`config.mk`:
```
export PLATFORM = sky130hd
export DESIGN_NAME = vecmat_collect
export DESIGN_NICKNAME = d
export VERILOG_FILES = /design/src/rtl/vecmat_collect_pkg.sv /design/src/rtl/vecmat_result_fifo.sv /design/src/rtl/vecmat_collect.sv
export SDC_FILE = /design/constraint.sdc
export NUM_CORES = 2
export LEC_CHECK = 0
export ABC_AREA = 1
export CORE_MARGIN = 3
export CORE_UTILIZATION = 57
export DETAILED_ROUTE_END_ITERATION = 7
export PLACE_DENSITY = 0.79
export SETUP_SLACK_MARGIN = 0.02
export SYNTH_ARGS = -nofsm -noshare
export SYNTH_HDL_FRONTEND = slang
export SYNTH_SLANG_ARGS = --single-unit
```
`constraint.sdc`:
```
create_clock -name clk -period 51.8 [get_ports clk]
set_input_delay 10.36 -clock clk [delete_from_list [all_inputs] [get_ports clk]]
set_output_delay 10.36 -clock clk [all_outputs]
set_load 0.03 [all_outputs]
```
`src/rtl/vecmat_collect_pkg.sv`:
```
// Shared attention-layer constants and the result record carried through the vector FIFO.
// Collects adder-tree sums into Q/K/V row vectors.
package vecmat_collect_pkg;

    localparam int unsigned DATA_WIDTH  = 16;
    localparam int unsigned VECT_DEPTH  = 64;
    localparam int unsigned ADD_LATENCY = 2;
    localparam int unsigned NUM_WORDS   = 32;
    localparam int unsigned FIFO_DEPTH  = 2;

    localparam int unsigned COL_W  = $clog2(VECT_DEPTH);
    localparam int unsigned TAG_W  = $clog2(NUM_WORDS);
    localparam int unsigned VEC_W  = VECT_DEPTH * DATA_WIDTH;
    localparam int unsigned ASM_W  = VEC_W - DATA_WIDTH;
    localparam int unsigned RES_W  = VEC_W + TAG_W;
    localparam int unsigned CNT_W  = $clog2(FIFO_DEPTH + 1);
    localparam int unsigned SUM_W  = CNT_W + 1;

    typedef struct packed {
        logic [TAG_W-1:0] tag;
        logic [VEC_W-1:0] data;
    } result_t;

    // Word index advances modulo the sentence length.
    function automatic logic [TAG_W-1:0] next_tag(input logic [TAG_W-1:0] t);
        return (t == TAG_W'(NUM_WORDS - 1)) ? '0 : t + TAG_W'(1);
    endfunction

endpackage

```
`src/rtl/vecmat_result_fifo.sv`:
```
// First-word-fall-through FIFO holding completed result vectors; head is visible
// combinationally from storage and count drives both out_valid and the issue credit.
module vecmat_result_fifo
    import vecmat_collect_pkg::*;
#(
    parameter int unsigned WIDTH = RES_W,
    parameter int unsigned DEPTH = FIFO_DEPTH
) (
    input  logic                         clk,
    input  logic                         reset,
    input  logic                         push,
    input  logic [WIDTH-1:0]             push_data,
    input  logic                         pop,
    output logic [WIDTH-1:0]             head_data,
    output logic [$clog2(DEPTH+1)-1:0]   count
);

    localparam int unsigned PTR_W = (DEPTH > 1) ? $clog2(DEPTH) : 1;
    localparam int unsigned CW    = $clog2(DEPTH + 1);

    logic [WIDTH-1:0] mem [DEPTH];
    logic [PTR_W-1:0] wr_ptr;
    logic [PTR_W-1:0] rd_ptr;

    function automatic logic [PTR_W-1:0] ptr_inc(input logic [PTR_W-1:0] p);
        return (p == PTR_W'(DEPTH - 1)) ? '0 : p + PTR_W'(1);
    endfunction

    // Pointers and occupancy; push and pop together leave count unchanged.
    always_ff @(posedge clk) begin
        if (!reset) begin
            wr_ptr <= '0;
            rd_ptr <= '0;
            count  <= '0;
        end else begin
            if (push) wr_ptr <= ptr_inc(wr_ptr);
            if (pop)  rd_ptr <= ptr_inc(rd_ptr);
            case ({push, pop})
                2'b10:   count <= count + CW'(1);
                2'b01:   count <= count - CW'(1);
                default: count <= count;
            endcase
        end
    end

    // Storage is not reset; stale entries are never visible because count gates them.
    always_ff @(posedge clk) begin
        if (push) mem[wr_ptr] <= push_data;
    end

    assign head_data = mem[rd_ptr];

    // The issue credit must make a push into a full FIFO without a pop unreachable.
    always_ff @(posedge clk) begin
        if (reset && push && !pop) assert (count != CW'(DEPTH));
    end

endmodule

```
`src/rtl/vecmat_collect.sv`:
```
// Tags adder-tree sums with a delay-matched valid, packs 64 of them into one row
// vector, buffers rows in a small FIFO and grants issues only with guaranteed space.
module vecmat_collect
    import vecmat_collect_pkg::*;
(
    input  logic                  clk,
    input  logic                  reset,
    input  logic                  in_valid,
    output logic                  in_ready,
    input  logic [DATA_WIDTH-1:0] sum_in,
    output logic                  out_valid,
    input  logic                  out_ready,
    output logic [VEC_W-1:0]      out_data,
    output logic [TAG_W-1:0]      out_tag,
    output logic                  busy
);

    logic [ADD_LATENCY-1:0] vld_sr;
    logic [COL_W-1:0]       iss_cnt;
    logic [COL_W-1:0]       col_cnt;
    logic [CNT_W-1:0]       open_cnt;
    logic [TAG_W-1:0]       tag;
    logic [ASM_W-1:0]       asm_data;
    logic [CNT_W-1:0]       fifo_count;
    logic [SUM_W-1:0]       committed;

    logic    issue;
    logic    vec_open;
    logic    capture;
    logic    push;
    logic    pop;
    result_t push_res;
    result_t head_res;

    assign issue    = in_valid & in_ready;
    assign vec_open = issue & (iss_cnt == '0);
    assign capture  = vld_sr[ADD_LATENCY-1];
    assign push     = capture & (col_cnt == COL_W'(VECT_DEPTH - 1));
    assign pop      = out_valid & out_ready;

    // Vectors already in the FIFO plus vectors still being assembled; a new vector
    // may only open when that total leaves a free slot. Mid-vector issues never stall.
    assign committed = SUM_W'(fifo_count) + SUM_W'(open_cnt);
    assign in_ready  = reset & ((committed < SUM_W'(FIFO_DEPTH)) | (iss_cnt != '0));

    // Valid delay line, issue/column counters, open-vector count and word tag.
    always_ff @(posedge clk) begin
        if (!reset) begin
            vld_sr   <= '0;
            iss_cnt  <= '0;
            col_cnt  <= '0;
            open_cnt <= '0;
            tag      <= '0;
        end else begin
            vld_sr <= (vld_sr << 1) | ADD_LATENCY'(issue);
            if (issue)   iss_cnt <= iss_cnt + COL_W'(1);
            if (capture) col_cnt <= push ? '0 : col_cnt + COL_W'(1);
            case ({vec_open, push})
                2'b10:   open_cnt <= open_cnt + CNT_W'(1);
                2'b01:   open_cnt <= open_cnt - CNT_W'(1);
                default: open_cnt <= open_cnt;
            endcase
            if (push) tag <= next_tag(tag);
        end
    end

    // Assembly holds slots 0..62 only; the last sum goes straight into the FIFO entry.
    always_ff @(posedge clk) begin
        if (capture && !push)
            asm_data[32'(col_cnt) * DATA_WIDTH +: DATA_WIDTH] <= sum_in;
    end

    always_comb begin
        push_res      = '0;
        push_res.tag  = tag;
        push_res.data = {sum_in, asm_data};
    end

    vecmat_result_fifo #(
        .WIDTH (RES_W),
        .DEPTH (FIFO_DEPTH)
    ) u_fifo (
        .clk       (clk),
        .reset     (reset),
        .push      (push),
        .push_data (push_res),
        .pop       (pop),
        .head_data (head_res),
        .count     (fifo_count)
    );

    assign out_valid = reset & (fifo_count != '0);
    assign out_data  = head_res.data;
    assign out_tag   = reset ? head_res.tag : '0;
    assign busy      = reset & ((vld_sr != '0) | (iss_cnt != '0) | (col_cnt != '0)
                              | (open_cnt != '0) | (fifo_count != '0));

endmodule

```
==> impl_metrics.json <==
{
  "cts_sinks": 3092,
  "cts_max_level": 5,
  "violations": "capacitance limit, slew limit",
  "rsz0062_at_grt": "false",
  "crit_fanout": 20,
  "peakVddDrop_mv": 0.0290,
  "leakage_uw": 0.0479,
  "power_density_nw_per_um2": 36.0,
  "grt_pass1_wl_um": 514000,
  "synth-seq-area-share_pct": 81.1,
  "post_cts_buffers": 0,
  "cp_num_buf_inv": 3,
  "max_cap_viol_count": 2,
  "ys_seq_elements": 3092,
  "place.detailed.hpwl_um": 256000,
  "track_usage_pct": 36.1,
  "syn_area_per_cell_um2": 13.3,
  "postCtsHoldBufs": 0,
  "fillCellCount": 12488,
  "vias": 74407,
  "worst_pin_slew_ns": 1.63,
  "critPathTopFamily": "buffers and inverters",
  "crit_path_cell_trace": "clkdlybuf4s50_1 -> inv_1 -> a31oi_1 -> clkdlybuf4s50_1",
  "clock_skew_ns": 0.0918,
  "synth_cell_types": 35,
  "slew-limit-headroom_pct": -9.08,
  "setup_viol": 0,
  "cp-end-kind": "output port",
  "port_buffers": 1051,
  "synth_nets": 8631,
  "reg2reg_slack_ns": 45.76,
  "fmax_mhz": 43.2,
  "synthCells": 8601,
  "wl_per_cell_um": 30.1,
  "cts_resized": 0,
  "first_global_vias": 70643,
  "min_path_type": "reg2reg",
  "netlist_area_um2": 114000,
  "worst_path_max_delay_cell": "clkdlybuf4s50_1",
  "power_uw": 4950,
  "worstPathRequired_ns": 41.44,
  "grt_max_degree": 213,
  "remaining_drc_errors": 0,
  "nNetsFinal": 9689,
  "worstPathArrival_ns": 12.80,
  "drtPass1Iterations": 8,
  "ant_nets": 0,
  "cts_tree": "yes",
  "min_from": "asm_data[598]",
  "synthToLayoutAreaGrowth_pct": 20.4,
  "crit_top_cell": "clkdlybuf4s50_1",
  "ios": 1052,
  "die_w_um": 454,
  "design.die.area_um2": 206000,
  "period_share_pct": 44.7,
  "r2r_start": "col_cnt[0]",
  "cts-root-buf": "clkbuf_16",
  "worstReg2RegEnd": "asm_data[210]",
  "initial_core_util_pct": 57.6,
  "yosysWarnings": 0,
  "drive_gt1_share_pct": 6.69,
  "avgViaCountPerCell": 5.93,
  "clkTransAtPathRegs_ns": 0.07,
  "clk_latency_ns": 0.99,
  "routed_wl_um": 379000,
  "die_y_um": 454,
  "grt-ovfl-total": 0,
  "crit_type": "in2out",
  "cpPeakStageDelay_ns": 0.92,
  "hold_depth": 0,
  "startpoint_type": "primary input",
  "drt_iter0_markers": 11634,
  "hold-path-endpoint": "u_fifo.mem[1][598]",
  "fin_crit_ns": 23.16,
  "hold_viol_final": 0,
  "routabilityCongestion": 0.971,
  "status": "complete, but fails checks",
  "clock_path_buffers": 4,
  "core_um2": 198000,
  "rows": 163,
  "cts_buffers": 311,
  "antenna_found_initial": 41,
  "reg2regPathDepth": 11,
  "slew_violations": 5,
  "fin_setup_tns_ns": 0
}
[cell usage after synthesis]
master / instances / area [um^2]
nand3_1: 150 / 751
or2_1: 15 / 93.8
a21oi_1: 21 / 105
xor2_2: 1 / 16.3
inv_1: 187 / 702
edfxtp_1: 3066 / 92100
o21ai_0: 20 / 100
dfxtp_1: 26 / 521
nor3_2: 20 / 200
buf_2: 98 / 490
or2_2: 2 / 12.5
xor2_1: 5 / 43.8
nand4_2: 1 / 12.5
nand2_1: 3386 / 12700
clkbuf_1: 284 / 1070
nor3_1: 55 / 275
inv_2: 11 / 41.3
buf_6: 2 / 22.5
buf_4: 12 / 90.1
nor2_8: 1 / 20.0
nand4_1: 4 / 25.0
a31oi_1: 1 / 6.26
ha_1: 9 / 113
nand2_2: 5 / 31.3
nor2_2: 11 / 68.8
nor4_1: 2 / 12.5
nor3b_1: 16 / 120
clkinv_2: 1 / 5.00
nor2_1: 1155 / 4340
a211oi_1: 1 / 7.51
nand3_2: 3 / 30.0
a21boi_0: 1 / 7.51
nor2_4: 1 / 11.3
fa_1: 1 / 20.0
buf_1: 27 / 101
[how the worst max path moves through the flow]
stage,start,end,slack (ns),cells after the start
floorplan,col_cnt[0],u_fifo.mem[0][0],5.79,6
global placement,reset,busy,28.78,4
detailed placement,reset,busy,28.72,4
CTS,reset,busy,28.70,4
global route,reset,busy,28.54,4
finish,reset,busy,28.64,4
[power by group]
group	switching, uW	internal [uW]	total (uW)
clock	919	1260	2180
combinational	51.8	6.84	58.6
sequential	0.515	2710	2710
[kinds of logic after synthesis]
logic type | after synthesis | share of synthesized area [%]
buffers and inverters | 622 | 2.20
adder cells (fa/ha/maj) | 10 | 0.116
AO/OA/AOI/OAI | 44 | 0.198
flip-flops | 3092 | 81.1
XOR/XNOR | 6 | 0.0526
AND/OR/NAND/NOR | 4827 | 16.4
[stage by stage]
| stage | cells | worst slack, ns | hold WS [ns] | instance area, um^2 | util [%] |
|---|---|---|---|---|---|
| floorplan | 8601 | 5.79 | 0.414 | 114000 | - |
| finish | 12555 | 28.64 | 0.416 | 138000 | 69.4 |
| global route | 12519 | 28.54 | 0.425 | 138000 | 69.4 |
| detailed placement | 11986 | 28.72 | 0.429 | 128000 | 64.5 |
| CTS | 12518 | 28.70 | 0.414 | 138000 | 69.4 |
| global placement | 11986 | 28.78 | 0.422 | 128000 | 64.5 |
[flip-flops by register name, indices dropped and copies added, names as in the netlist, named ones only]
name           count
u_fifo.wr_ptr      1
tag                5
u_fifo.mem      2058
col_cnt            6
u_fifo.rd_ptr      1
open_cnt           2
vld_sr             2
iss_cnt            6
asm_data        1008
u_fifo.count       2
[worst reg2reg max path: cells and delay by family (launching register included)]
kind | cells | cell delay, ns
and+or+nand+nor | 5 | 2.42
buffers and inverters | 4 | 2.35
adders and majority gates | 1 | 0.33
DFF | 1 | 0.31
xor gates and xnor gates | 1 | 0.15
[cells in the final DEF, fill, tap and decap left out, types with 58 or more instances in the layout]
cell	instances
nor2_1	1112
nand3_1	150
inv_1	184
clkbuf_16	319
edfxtp_1	3066
clkbuf_1	60
clkinv_1	58
nand2_1	3380
clkdlybuf4s50_1	1051
buf_4	105
[layout make-up]
class                           instances  area, um^2  share of cell area [%]
Sequential cell                      3092       92600                    67.3
Multi-Input combinational cell       4887       19600                    14.2
Timing Repair Buffer                 1168       11500                    8.39
Clock buffer                          380        8220                    5.98
Tap cell                             2640        3300                    2.40
Clock inverter                        152        1480                    1.07
Inverter                              199         772                   0.561
Antenna cell                           37        92.6                  0.0673
[per-layer routing]
layer / global-route usage (%) / share of wire, % / vias to the layer above
met5: 0 / 0.026 / -
met4: 32.9 / 11 / 14
li1: - / - / 31169
met2: 53.3 / 45 / 5993
met3: 10.3 / 13 / 1284
met1: 43.4 / 31 / 35947
Power figures use the tool's default switching activity.
